===== config.mk =====
export PLATFORM = sky130hd
export DESIGN_NAME = load_store_unit
export DESIGN_NICKNAME = d
export VERILOG_FILES = /design/src/rtl/riscv_pkg.sv /design/src/rtl/lsu_lane_align.sv /design/src/rtl/load_store_unit.sv
export SDC_FILE = /design/constraint.sdc
export NUM_CORES = 1
export LEC_CHECK = 0
export BUFFER_PORTS_ARGS = -buffer_cell sky130_fd_sc_hd__clkbuf_2
export CORE_ASPECT_RATIO = 0.9
export CORE_UTILIZATION = 49
export DETAILED_ROUTE_END_ITERATION = 10
export PLACE_DENSITY = 0.87
export SLEW_MARGIN = 20
export SYNTH_ARGS = -nofsm -noshare
export SYNTH_HDL_FRONTEND = slang
export SYNTH_SLANG_ARGS = --single-unit

===== constraint.sdc =====
create_clock -name clk -period 4.2 [get_ports clk]
set_input_delay 0.42 -clock clk [delete_from_list [all_inputs] [get_ports clk]]
set_output_delay 0.42 -clock clk [all_outputs]
set_load 0.02 [all_outputs]

===== src/rtl/riscv_pkg.sv =====
// Shared RV32I load/store constants and LSU state encoding.
package riscv_pkg;

    localparam logic [2:0] F3_B  = 3'b000;
    localparam logic [2:0] F3_H  = 3'b001;
    localparam logic [2:0] F3_W  = 3'b010;
    localparam logic [2:0] F3_BU = 3'b100;
    localparam logic [2:0] F3_HU = 3'b101;

    typedef enum logic [1:0] {
        StIdle       = 2'd0,
        StLoadResp   = 2'd1,
        StStoreMerge = 2'd2
    } lsu_state_e;

    // Misaligned access or a funct3 with no meaning for the access direction.
    function automatic logic lsu_is_fault(input logic       write,
                                          input logic [2:0] funct3,
                                          input logic [1:0] offset);
        logic f;
        f = 1'b0;
        case (funct3)
            F3_B:    f = 1'b0;
            F3_H:    f = offset[0];
            F3_W:    f = (offset != 2'b00);
            F3_BU:   f = write;
            F3_HU:   f = write | offset[0];
            default: f = 1'b1;
        endcase
        return f;
    endfunction

endpackage


===== src/rtl/lsu_lane_align.sv =====
// Byte/half lane extraction for loads and lane merge for sub-word stores.
module lsu_lane_align
    import riscv_pkg::*;
(
    input  logic [1:0]  i_offset,
    input  logic [2:0]  i_funct3,
    input  logic [31:0] i_word,
    input  logic [15:0] i_wdata,
    output logic [31:0] o_load_data,
    output logic [31:0] o_merge_data
);

    logic [7:0]  w_byte;
    logic [15:0] w_half;
    logic [4:0]  w_bit_sel;

    assign w_bit_sel = {i_offset, 3'b000};
    assign w_byte    = i_word[w_bit_sel +: 8];
    assign w_half    = i_offset[1] ? i_word[31:16] : i_word[15:0];

    always_comb begin
        case (i_funct3)
            F3_B:    o_load_data = {{24{w_byte[7]}}, w_byte};
            F3_H:    o_load_data = {{16{w_half[15]}}, w_half};
            F3_BU:   o_load_data = {24'h000000, w_byte};
            F3_HU:   o_load_data = {16'h0000, w_half};
            default: o_load_data = i_word;
        endcase
    end

    always_comb begin
        o_merge_data = i_word;
        if (i_funct3 == F3_B) begin
            o_merge_data[w_bit_sel +: 8] = i_wdata[7:0];
        end else if (i_funct3 == F3_H) begin
            if (i_offset[1]) begin
                o_merge_data[31:16] = i_wdata;
            end else begin
                o_merge_data[15:0] = i_wdata;
            end
        end
    end

endmodule


===== src/rtl/load_store_unit.sv =====
// MEM-stage load/store unit: word-indexed memory access, RMW for SB/SH, load alignment.
module load_store_unit
    import riscv_pkg::*;
#(
    parameter int unsigned ADDR_WIDTH = 11
) (
    input  logic                  clk,
    input  logic                  rst_n,
    input  logic                  req_valid,
    input  logic                  req_write,
    input  logic [2:0]            req_funct3,
    input  logic [31:0]           req_addr,
    input  logic [31:0]           req_wdata,
    output logic                  stall,
    output logic                  load_valid,
    output logic [31:0]           load_data,
    output logic                  fault,
    output logic [ADDR_WIDTH-1:0] mem_addr,
    output logic                  mem_we,
    output logic                  mem_re,
    output logic [31:0]           mem_wdata,
    input  logic [31:0]           mem_rdata
);

    lsu_state_e            r_state;
    lsu_state_e            w_state_next;
    logic [2:0]            r_funct3;
    logic [1:0]            r_offset;
    logic [ADDR_WIDTH-1:0] r_index;
    logic [15:0]           r_wdata;

    logic [ADDR_WIDTH-1:0] w_index;
    logic                  w_fault;
    logic                  w_latch;
    logic [31:0]           w_load_data;
    logic [31:0]           w_merge_data;
    logic                  w_unused_addr;

    // Upper address bits are dropped so accesses wrap modulo the memory size.
    assign w_index       = req_addr[ADDR_WIDTH+1:2];
    assign w_unused_addr = ^req_addr[31:ADDR_WIDTH+2];
    assign w_fault       = lsu_is_fault(req_write, req_funct3, req_addr[1:0]);

    lsu_lane_align u_lane_align (
        .i_offset     (r_offset),
        .i_funct3     (r_funct3),
        .i_word       (mem_rdata),
        .i_wdata      (r_wdata),
        .o_load_data  (w_load_data),
        .o_merge_data (w_merge_data)
    );

    always_comb begin
        w_state_next = r_state;
        w_latch      = 1'b0;
        stall        = 1'b0;
        load_valid   = 1'b0;
        load_data    = '0;
        fault        = 1'b0;
        mem_addr     = '0;
        mem_we       = 1'b0;
        mem_re       = 1'b0;
        mem_wdata    = '0;
        case (r_state)
            StIdle: begin
                // Gate on rst_n so every output is quiet while reset is held.
                if (req_valid && rst_n) begin
                    if (w_fault) begin
                        fault = 1'b1;
                    end else if (req_write && (req_funct3 == F3_W)) begin
                        mem_we    = 1'b1;
                        mem_addr  = w_index;
                        mem_wdata = req_wdata;
                    end else begin
                        mem_re       = 1'b1;
                        mem_addr     = w_index;
                        stall        = 1'b1;
                        w_latch      = 1'b1;
                        w_state_next = req_write ? StStoreMerge : StLoadResp;
                    end
                end
            end
            StLoadResp: begin
                load_valid   = 1'b1;
                load_data    = w_load_data;
                w_state_next = StIdle;
            end
            StStoreMerge: begin
                mem_we       = 1'b1;
                mem_addr     = r_index;
                mem_wdata    = w_merge_data;
                w_state_next = StIdle;
            end
            default: w_state_next = StIdle;
        endcase
    end

    always_ff @(posedge clk or negedge rst_n) begin
        if (!rst_n) begin
            r_state  <= StIdle;
            r_funct3 <= '0;
            r_offset <= '0;
            r_index  <= '0;
            r_wdata  <= '0;
        end else begin
            r_state <= w_state_next;
            if (w_latch) begin
                r_funct3 <= req_funct3;
                r_offset <= req_addr[1:0];
                r_index  <= w_index;
                r_wdata  <= req_wdata[15:0];
            end
        end
    end

endmodule


; Word-level counts from Yosys, hierarchy flattened
; Index checks and enable logic that the tools add are counted.
[totals]
regBits = 34
in_bits = 103
elab_cells = 62
[classes]
add_sub_neg = 1
n_eq_ne = 12
shifts = 3
mux = 33
bitwise_logic = 1
n_reduce_logical = 7
[op_table]
columns = cell, n
row1 = $mux 32, 6
row2 = $pmux 32 s4, 1
row3 = $pmux 32 s2, 1
row4 = $mux 16, 3
row5 = $bwmux 32, 1
row6 = $shift 8x7->32 const A, 1
row7 = $shiftx 32x6->8, 1
row8 = $shiftx 8x7->32, 1
row9 = $mux 11, 2
row10 = $pmux 11 s2, 1
row11 = $eq 3x3->1 const B, 4
row12 = $mux 1, 11
row13 = $mux 2, 5
row14 = $neg 5->7, 1
row15 = $eq 3x1->1 const B, 2
row16 = $logic_not 3->1, 2
row17 = $ne 2x2->1 const B, 3
row18 = $pmux 1 s5, 1
row19 = $eq 3x2->1 const B, 1
row20 = $reduce_and 3->1, 1
row21 = $eq 2x1->1 const B, 1
row22 = $eq 2x2->1 const B, 1
row23 = $logic_and 1x1->1, 2
row24 = $logic_not 2->1, 1
row25 = 3 further kinds, 3

; Longest topological paths before layout
; Gate-level depths: netlist of run 1.
[logic_depth]
depth_word = 6
depth_mapped = 8

; Cells and area by module
; Synthesis of run 1 repeated with hierarchy kept, for this count alone.
[hier_totals]
cells_unflattened = 502
area_unflattened_um2 = 4026.4
[by_module_without_submodules]
columns = module, n_inst, cells_per_inst, area_each_um2, seq_area_each_um2
row1 = load_store_unit, 1, 248, 2346.0, 850.8
row2 = lsu_lane_align, 1, 254, 1680.4, 0.0

; Worst setup path before layout of run 1
; Ideal clock, no wire load.
[synth_path]
path_type = reg-to-output
from = reg r_offset[1]
to = out mem_wdata[30]
arrival_time_ns = 2.270
required_time_ns = 3.780
slack_ns = 1.510
stages_incl_launch_ff = 7
n_path_buf = 1
path_cell_list = dfrtp_1 > buf_2 > inv_1 > ha_1 > nor4_1 > a221o_1 > a32o_1
[synth_between]
elab_chain_len = 5
word_cells_on_any_way = 8
[synth_lines]
columns = item, line_no
row1 = start: declaration, load_store_unit.sv:28  ; logic [1:0] r_offset;
row2 = start signal: assignment, load_store_unit.sv:109  ; r_offset <= req_addr[1:0];
row3 = $neg 5->7, lsu_lane_align.sv:34  ; o_merge_data[w_bit_sel +: 8] = i_wdata[7:0];
row4 = $shiftx 8x7->32 or $shift 8x7->32 (tied branches), lsu_lane_align.sv:34
row5 = $bwmux 32, lsu_lane_align.sv:34
row6 = $mux 32 (*), lsu_lane_align.sv:33  ; if (i_funct3 == F3_B) begin
row7 = $pmux 32 s2 (*), load_store_unit.sv:64  ; case (r_state)
row8 = end: declaration, load_store_unit.sv:21  ; output logic [31:0] mem_wdata,
; Mark *: on every way between the ends. The rest lies on a longest branch, timed or not.

; Final worst setup path of run 1
[layout_path]
from = reg r_offset[1]
to = out mem_wdata[22]
; Same word-level chain as after synthesis.

==> results of run 1 <==
## final timing paths
kind                       slack (ns)                     from                      to
min                              0.27                    rst_n  r_wdata[9]$_DFFE_PN0P_
max reg2reg                      1.70   r_state[0]$_DFFE_PN0P_  r_index[8]$_DFFE_PN0P_
min in group clk                 0.35                req_write  r_state[0]$_DFFE_PN0P_
max                              0.73  r_offset[1]$_DFFE_PN0P_           mem_wdata[22]
min reg2reg                      0.49   r_index[6]$_DFFE_PN0P_  r_index[6]$_DFFE_PN0P_
max in group asynchronous        3.61                    rst_n  r_wdata[0]$_DFFE_PN0P_
## cell families (layout without fill, tap and decap cells)
| logic type | Yosys count | after routing | synth area share (%) |
|---|---|---|---|
| compound gates | 129 | 129 | 34.69 |
| buf+inv | 55 | 194 | 8.192 |
| mux | 42 | 42 | 14.09 |
| simple gates | 101 | 101 | 15.60 |
| flops | 34 | 34 | 25.55 |
| fa+ha+maj | 5 | 5 | 1.879 |
## layout make-up
| type | instances | area, µm² |
|---|---|---|
| Timing Repair Buffer | 168 | 853.3 |
| Multi-Input combinational cell | 277 | 2208 |
| Clock buffer | 6 | 82.58 |
| Tap cell | 90 | 112.6 |
| Sequential cell | 34 | 850.8 |
| Fill cell | 604 | 2351 |
| Inverter | 18 | 67.56 |
| Clock inverter | 2 | 60.06 |
## flip-flops by register name, indices dropped and copies added (netlist names)
register,cells
r_wdata,16
r_index,11
r_funct3,3
r_offset,2
r_state,2
## metal layers
metal / wire length, µm / track usage (%)
met4: 435 / 14.19
met2: 5529 / 53.38
met1: 4946 / 45.92
met3: 1291 / 7.811
met5: 0 / 0
## critical path, cell delays in order (launching register included)
cell and delay [ns]:
dfrtp_1 0.80, buf_4 0.34, and4bb_2 0.51, a41oi_1 0.09
nor2_1 0.53, a221o_1 0.29, clkbuf_2 0.19
## layout by cell type (no fill, tap or decap), drive strengths merged, types with 4 or more instances in the layout
cell,netlist,routed
clkbuf,16,169
nand2,46,46
dfrtp,34,34
a221o,32,32
mux2,29,29
a21o,17,17
inv,17,17
a32o,16,16
mux2i,12,12
nor2,12,12
and3,10,10
and2,10,10
o21ai,10,10
a22o,10,10
a221oi,10,10
o211ai,8,8
a32oi,7,7
o221a,7,7
ha,5,5
buf,21,5
or3,4,4
## power by group
part	leakage [µW]	switching [µW]	internal [µW]	total, µW
sequential	0.000410	146	411	557
clock	0.0000714	129	253	382
combinational	0.00173	309	219	528
## per-stage QoR
stage                     hold WS, ns  area, µm²
final                          0.2661       4235
after floorplan                0.1244       3329
after detailed placement       0.4798       4093
after global routing           0.2959       4235
after global placement         0.4666       4093
after CTS                      0.2832       4235
==> flow_metrics.py, run 1 <==
metrics = {
    "placed_design": {
        "finalWeightedCongestion": 0.9630,
        "dp_slack_ns": 1.186,
        "io_buffers": 163,
        "place_hpwl_um": 9031,
        "place_inst": 587,
    },
    "floorplanning": {
        "die-area_mm2": 0.007129,
        "die_w_um": 88.89,
        "initial_utilization_pct": 50.55,
        "core_mm2": 0.006586,
        "die_y_um": 80.20,
        "ios": 183,
        "rows": 28,
    },
    "timing": {
        "rsz0062_at_grt": "no",
        "finalSetupTns_ns": 0,
        "max_freq_mhz": 288.4,
        "slew_violations": 0,
        "setup-violations-final": 0,
        "timing.final.crit_period_ns": 3.468,
        "finClkSkew_ns": 0.003345,
        "tightest_slew_ns": 1.005,
        "fin_ws_ns": 0.7323,
        "slew_headroom_pct": 32.98,
        "finalCritPeriodShare_pct": 82.56,
        "finalHoldViolCount": 0,
    },
    "route": {
        "drtIter0Drc": 431,
        "dr.pass1.iters": 5,
        "finalWirelength_um": 12200,
        "drc": 0,
        "via_per_inst": 6.469,
        "dr_total_vias": 3849,
        "wire_per_inst_um": 20.51,
        "postRouteAntennaNets": 0,
    },
    "cts": {
        "htree_num_levels": 2,
        "numCtsBuffers": 5,
        "clock_path_buffers": 2,
        "path_clk_slew_ns": 0.07,
        "clock-root-buffer": "clkbuf_8",
        "cts_tree": "done",
        "cts_sinks": 34,
        "cts_resized": 0,
        "clock_latency_ns": 0.29,
        "ctsHoldBuffers": 0,
        "cts_setup_buffers": 0,
    },
    "synthesis": {
        "ys_ff_latch": 34,
        "synth_cell_types": 49,
        "avgSynthCellArea_um2": 9.097,
        "synthCells": 366,
        "ys.flop_type": "dfrtp_1",
        "synth-edff-count": 0,
        "synth.largest_area_cell": "dfrtp_1",
        "syn_area_mm2": 0.003329,
        "synth_seq_area_share_pct": 25.55,
        "ys_top_cells_by_area": "dfrtp_1 26%, a221o_1 9.6%, mux2_1 9.5%, nand2_1 5.1%, a32o_1 4.8%",
        "async_reset_ff_share_pct": 100.0,
        "syn-num-nets": 474,
        "yosys_warnings": 0,
        "synth_top_area_share_pct": 25.55,
        "synth_most_common_cell": "nand2_1",
        "synthTopCellsByCount": "45 x nand2_1, 34 x dfrtp_1, 32 x a221o_1, 28 x mux2_1, 17 x a21o_1",
    },
    "global_route": {
        "grt_start_max_net_pins": 36,
        "grtUsageTotal_pct": 34.45,
        "gr-total-overflow": 0,
        "grt_pass1_vias": 3510,
        "grt_pass1_wl_um": 18510,
        "antenna_found_initial": 0,
    },
    "pwr": {
        "peakVddDrop_uv": 239.7,
        "power_leakage_uw": 0.002213,
        "total_power_uw": 1466,
        "powerDensity_mw_per_mm2": 346.2,
    },
    "final_layout": {
        "drive_gt1_share_pct": 38.81,
        "nets": 612,
        "final_core_util_pct": 64.30,
        "diodes": 0,
        "area_growth_pct": 27.21,
        "layout.cells.non_filler": 595,
    },
    "run_status": {
        "outcome": "completed",
    },
    "setup_path": {
        "worst_ep_arrival_time_ns": 3.05,
        "end_kind": "output port",
        "required_ns": 3.78,
        "critPathLaunchType": "flop",
        "cp_max_fo": 22,
        "reg2reg_depth": 5,
        "critPathKind": "flop to output port",
    },
    "hold_path": {
        "hold_path.class": "input port to async pin",
    },
    "run": {
        "maxCapViolCount": 0,
    },
}
No activity file was read; power rests on OpenSTA's default activity.
==> run 2: changes to the inputs <==
--- a/config.mk
+++ b/config.mk
@@ -7,9 +7,9 @@
 export LEC_CHECK = 0
 export BUFFER_PORTS_ARGS = -buffer_cell sky130_fd_sc_hd__clkbuf_2
 export CORE_ASPECT_RATIO = 0.9
-export CORE_UTILIZATION = 49
+export CORE_UTILIZATION = 41
 export DETAILED_ROUTE_END_ITERATION = 10
-export PLACE_DENSITY = 0.87
+export PLACE_DENSITY = 0.78
 export SLEW_MARGIN = 20
 export SYNTH_ARGS = -nofsm -noshare
 export SYNTH_HDL_FRONTEND = slang
==> constraint.sdc (replaced) <==
create_clock -name clk -period 3 [get_ports clk]
set_input_delay 0.3 -clock clk [delete_from_list [all_inputs] [get_ports clk]]
set_output_delay 0.3 -clock clk [all_outputs]
set_load 0.02 [all_outputs]
==> flow_metrics.py, run 2 (same netlist as run 1, synthesis figures left out) <==
metrics = {
    "run_status": {
        "outcome": "completed",
    },
    "pwr": {
        "power_leakage_uw": 0.002232,
        "p_int_uw": 1087,
        "peakVddDrop_uv": 340.8,
        "total_power_uw": 1910,
        "p_switching_uw": 823.4,
        "seqPwrFrac_pct": 37.5,
        "pwr-share-comb_pct": 42.7,
        "p_sw_share_pct": 43.10,
        "powerDensity_mw_per_mm2": 447.6,
        "power_frac_clock_pct": 19.8,
    },
    "global_route": {
        "grt_start_max_net_pins": 36,
        "gr-total-overflow": 0,
        "antenna_found_initial": 0,
        "grtUsageTotal_pct": 28.30,
        "grt_pass1_wl_um": 18760,
        "grt_pass1_vias": 3575,
    },
    "floorplanning": {
        "die_w_um": 96.99,
        "die-area_mm2": 0.008486,
        "initial_utilization_pct": 43.27,
        "rows": 30,
        "ios": 183,
        "die_y_um": 87.49,
        "core_mm2": 0.007695,
    },
    "final_layout": {
        "nets": 620,
        "final_cell_mix": "163 x clkbuf_2, 45 x nand2_1, 34 x dfrtp_1, 32 x a221o_1, 28 x mux2_1",
        "largest_reg_flops": 16,
        "area_growth_pct": 28.18,
        "drive_gt1_share_pct": 39.77,
        "diodes": 0,
        "top_regs": "r_wdata: 16 flops, r_index: 11 flops, r_funct3: 3 flops",
        "final_common_cell": "clkbuf_2",
        "regMostFlops": "r_wdata",
    },
    "placed_design": {
        "finalWeightedCongestion": 0.9414,
        "place_hpwl_um": 9453,
        "io_buffers": 163,
    },
    "setup_path": {
        "critPathLaunchType": "flop",
        "cp_max_fo": 27,
        "r2r_start": "r_state[0]$_DFFE_PN0P_",
        "worst_path_largest_cell_delay_ns": 0.49,
        "critPathSlowestCell": "nor2_1",
        "worst-path-buf-inv": 2,
        "crit_family": "simple AND/OR/NAND/NOR gates",
        "end_kind": "output port",
        "required_ns": 2.70,
        "r2r_slack_ns": 0.98,
        "critPathKind": "flop to output port",
        "worst_ep_arrival_time_ns": 2.49,
        "r2r_end": "r_wdata[10]$_DFFE_PN0P_",
        "reg2reg_depth": 6,
        "path_cells": "buf_4, nor4_1, a41oi_1, nor2_1, a221o_1, clkbuf_2",
    },
    "cts": {
        "cts_tree": "done",
        "path_clk_slew_ns": 0.08,
        "cts_resized": 0,
        "ctsHoldBuffers": 0,
        "numCtsBuffers": 5,
        "clock-root-buffer": "clkbuf_8",
        "cts_setup_buffers": 0,
        "cts_sinks": 34,
        "htree_num_levels": 2,
        "clock_latency_ns": 0.29,
        "clock_path_buffers": 2,
    },
    "timing": {
        "tightest_slew_ns": 0.7060,
        "timing.final.crit_period_ns": 2.786,
        "rsz0062_at_grt": "no",
        "max_freq_mhz": 358.9,
        "finalHoldViolCount": 0,
        "finClkSkew_ns": 0.004016,
        "slew_violations": 0,
        "setup-violations-final": 0,
        "hold_slack_ns": 0.1634,
        "slew_headroom_pct": 52.72,
        "finalSetupTns_ns": 0,
        "finalCritPeriodShare_pct": 92.88,
    },
    "run": {
        "maxCapViolCount": 0,
    },
    "route": {
        "postRouteAntennaNets": 0,
        "finalWirelength_um": 12270,
        "dr_total_vias": 3787,
        "wire_per_inst_um": 20.15,
        "drc": 0,
        "dr.pass1.iters": 5,
        "via_per_inst": 6.218,
        "drtIter0Drc": 327,
    },
    "hold_path": {
        "hold_path.class": "input port to async pin",
    },
}
## run 2: power groups by stage
stage / logic, µW / registers, µW / clock network, µW
after floorplan: 597 / 650 / 0
after global placement: 780 / 705 / 0
after detailed placement: 802 / 717 / 0
after CTS: 806 / 708 / 382
after global routing: 889 / 730 / 394
final: 816 / 716 / 378
## run 2: worst reg2reg max path, delay by kind of cell (launching register included)
| family | cells | cell delay (ns) |
|---|---|---|
| AO/OA/AOI/OAI | 1 | 0.20 |
| buffers and inverters | 2 | 0.48 |
| flip-flops | 1 | 0.44 |
| multiplexers | 1 | 0.35 |
| AND/OR/NAND/NOR | 2 | 0.42 |
## run 2: worst max-delay path by stage
stage | startpoint | endpoint | slack (ns) | cells after the start
floorplan | r_offset[1]$_DFFE_PN0P_ | mem_wdata[30] | 0.43 | 6
global placement | r_offset[0]$_DFFE_PN0P_ | mem_wdata[14] | 0.62 | 6
detailed placement | r_funct3[1]$_DFFE_PN0P_ | mem_wdata[20] | 0.56 | 6
CTS | r_funct3[1]$_DFFE_PN0P_ | mem_wdata[20] | 0.25 | 6
global route | r_funct3[1]$_DFFE_PN0P_ | mem_wdata[20] | 0.01 | 6
finish | r_funct3[1]$_DFFE_PN0P_ | mem_wdata[20] | 0.21 | 6
## run 2: stage by stage
stage                     instances  instance area (µm²)  worst slack (ns)  utilization [%]
after CTS                       609                 4268            0.2456            55.46
after global placement          601                 4173            0.6211            54.23
after floorplan                 366                 3329            0.4295                -
after detailed placement        601                 4173            0.5589            54.23
final                           609                 4268            0.2135            55.46
after global routing            609                 4268           0.01163            55.46
## run 2: final cells by class
cell class / count / area [µm²]
repair buffers: 176 / 925.9
inverters: 18 / 67.56
multi-input cells: 277 / 2208
fillers: 708 / 3427
flip-flops and latches: 34 / 850.8
clock inverters: 2 / 12.51
well taps: 96 / 120.1
clock buffers: 6 / 82.58
## run 2: layer usage
| metal | share of wire, % | track usage [%] | vias up |
|---|---|---|---|
| li1 | - | - | 1731 |
| met1 | 42 | 36.64 | 1799 |
| met2 | 45 | 45.71 | 231 |
| met3 | 9.9 | 6.982 | 26 |
| met4 | 2.6 | 11.13 | 0 |
| met5 | 0 | 0 | - |
==> run 3: changes to the inputs <==
--- a/config.mk
+++ b/config.mk
@@ -5,11 +5,10 @@
 export SDC_FILE = /design/constraint.sdc
 export NUM_CORES = 1
 export LEC_CHECK = 0
-export BUFFER_PORTS_ARGS = -buffer_cell sky130_fd_sc_hd__clkbuf_2
 export CORE_ASPECT_RATIO = 0.9
-export CORE_UTILIZATION = 41
+export CORE_UTILIZATION = 36
 export DETAILED_ROUTE_END_ITERATION = 10
-export PLACE_DENSITY = 0.78
+export DONT_BUFFER_PORTS = 1
 export SLEW_MARGIN = 20
 export SYNTH_ARGS = -nofsm -noshare
 export SYNTH_HDL_FRONTEND = slang
==> flow_metrics.py, run 3 (same netlist as run 1, synthesis figures left out) <==
metrics = {
    "cts": {
        "htree_num_levels": 2,
        "clock-root-buffer": "clkbuf_8",
        "clock_path_buffers": 2,
        "cts_sinks": 34,
        "cts_tree": "done",
        "path_clk_slew_ns": 0.08,
        "clock_latency_ns": 0.28,
        "numCtsBuffers": 5,
        "cts_resized": 0,
        "cts_setup_buffers": 0,
    },
    "timing": {
        "finClkSkew_ns": 0.005213,
        "max_freq_mhz": 351.2,
        "timing.final.crit_period_ns": 2.847,
        "finalSetupTns_ns": 0,
        "setup-violations-final": 0,
        "finalCritPeriodShare_pct": 94.91,
        "finalHoldViolCount": 0,
        "slew_violations": 0,
        "rsz0062_at_grt": "no",
        "slew_headroom_pct": 45.85,
        "tightest_slew_ns": 0.8092,
        "fin_ws_ns": 0.1527,
    },
    "final_layout": {
        "diodes": 0,
        "largest_reg_flops": 16,
        "nets": 471,
        "final_core_util_pct": 41.48,
        "final_common_cell": "nand2_1",
        "top_regs": "r_wdata: 16 flops, r_index: 11 flops, r_funct3: 3 flops",
        "drive_gt1_share_pct": 14.84,
        "layout.cells.non_filler": 483,
        "area_growth_pct": 9.245,
        "regMostFlops": "r_wdata",
        "final_cell_mix": "45 x nand2_1, 34 x dfrtp_1, 32 x a221o_1, 28 x mux2_1, 25 x buf_4",
        "final_cell_area_mm2": 0.003637,
    },
    "placed_design": {
        "placed_cell_area_mm2": 0.003465,
        "dp_slack_ns": 0.5594,
        "place_inst": 473,
        "place_hpwl_um": 9121,
        "finalWeightedCongestion": 0.8933,
        "io_buffers": 0,
    },
    "global_route": {
        "grtUsageTotal_pct": 25.00,
        "antenna_found_initial": 0,
        "gr-total-overflow": 0,
        "grt_pass1_vias": 3083,
        "grt_pass1_wl_um": 17860,
        "grt_start_max_net_pins": 35,
    },
    "setup_path": {
        "required_ns": 2.70,
        "critPathKind": "flop to output port",
        "worst_path_largest_cell_delay_ns": 0.64,
        "cp_max_fo": 11,
        "critPathSlowestCell": "nor2_1",
        "path_cells": "inv_2, ha_1, a41oi_1, nor2_1, a221o_1",
        "worst_ep_arrival_time_ns": 2.55,
        "end_kind": "output port",
        "critPathLaunchType": "flop",
    },
    "route": {
        "drtIter0Drc": 200,
        "dr.pass1.iters": 4,
        "wire_per_inst_um": 25.48,
        "postRouteAntennaNets": 0,
        "dr_total_vias": 3208,
        "via_per_inst": 6.642,
        "finalWirelength_um": 12310,
        "drc": 0,
    },
    "pwr": {
        "peakVddDrop_uv": 249.5,
        "powerDensity_mw_per_mm2": 548.4,
        "power_leakage_uw": 0.001618,
    },
    "floorplanning": {
        "die_y_um": 93.24,
        "die_w_um": 103.4,
        "ios": 183,
        "core_mm2": 0.008768,
        "rows": 32,
        "initial_utilization_pct": 37.97,
        "die-area_mm2": 0.009638,
    },
    "hold_path": {
        "hold_path.class": "input port to flop",
    },
    "run": {
        "maxCapViolCount": 0,
    },
    "run_status": {
        "outcome": "completed",
    },
}
run 3: changes by cell type in the layout (fill, tap and decap cells not counted):
cell and change:
a2111oi_0 -1, a2111oi_1 +1, clkbuf_2 -163, clkinvlp_4 -1
dlygate4sd3_1 +1, buf_4 +13, bufinv_16 +2, clkinv_2 -1
run 3: critical path, delay by kind of cell, from the launching register on:
family	cells	cell delay, ns
AOI/OAI and AO/OA	2	0.54
adders and majority gates	1	0.36
buffers and inverters	1	0.14
DFF	1	0.58
and+or+nand+nor	1	0.64
run 3: area by class of cell:
class	instances	area (µm²)
fillers	869	5131
multi-input cells	277	2210
flip-flops and latches	34	850.8
repair buffers	27	217.7
well taps	119	148.9
clock buffers	6	82.58
inverters	18	67.56
clock inverters	2	60.06
run 3: repair_timing:
action	in CTS	in global routing
hold endpoints to repair	34	0
hold buffers	2	0
endpoints found under the setup margin	0	0
run 3: per-layer routing:
| metal | part of all wire [%] | routed length, µm | track usage, % | up-vias |
|---|---|---|---|---|
| li1 | - | - | - | 1433 |
| met1 | 42 | 5149 | 33.38 | 1574 |
| met2 | 47 | 5751 | 40.01 | 189 |
| met3 | 10 | 1267 | 7.324 | 12 |
| met4 | 1.1 | 136 | 4.695 | 0 |
| met5 | 0 | 0 | 0 | - |
run 3: worst paths after layout:
path	start	to	slack (ns)	cells after the start
setup / recovery	r_offset[0]$_DFFE_PN0P_	mem_wdata[21]	0.15	5
hold / removal	req_write	r_state[0]$_DFFE_PN0P_	0.07	1
setup reg to reg	r_state[0]$_DFFE_PN0P_	r_wdata[1]$_DFFE_PN0P_	0.80	5
hold reg to reg	r_index[8]$_DFFE_PN0P_	r_index[8]$_DFFE_PN0P_	0.49	1
max in group asynchronous	rst_n	r_wdata[4]$_DFFE_PN0P_	2.34	2
min in group asynchronous	rst_n	r_wdata[13]$_DFFE_PN0P_	0.46	2
run 3: power by group:
| group | switching (µW) | total (µW) | internal [µW] |
|---|---|---|---|
| Sequential | 143 | 719 | 577 |
| Clock | 185 | 540 | 355 |
| Combinational | 453 | 735 | 283 |
| Total | 780 | 1990 | 1210 |
run 3: stage by stage:
step	total power [µW]	hold slack, ns
5_1_grt	2102	0.06830
4_1_cts	1987	0.06636
6_report	1995	0.07062
2_1_floorplan	1246	0.004409
3_3_place_gp	1402	0.005660
3_5_place_dp	1433	0.005610
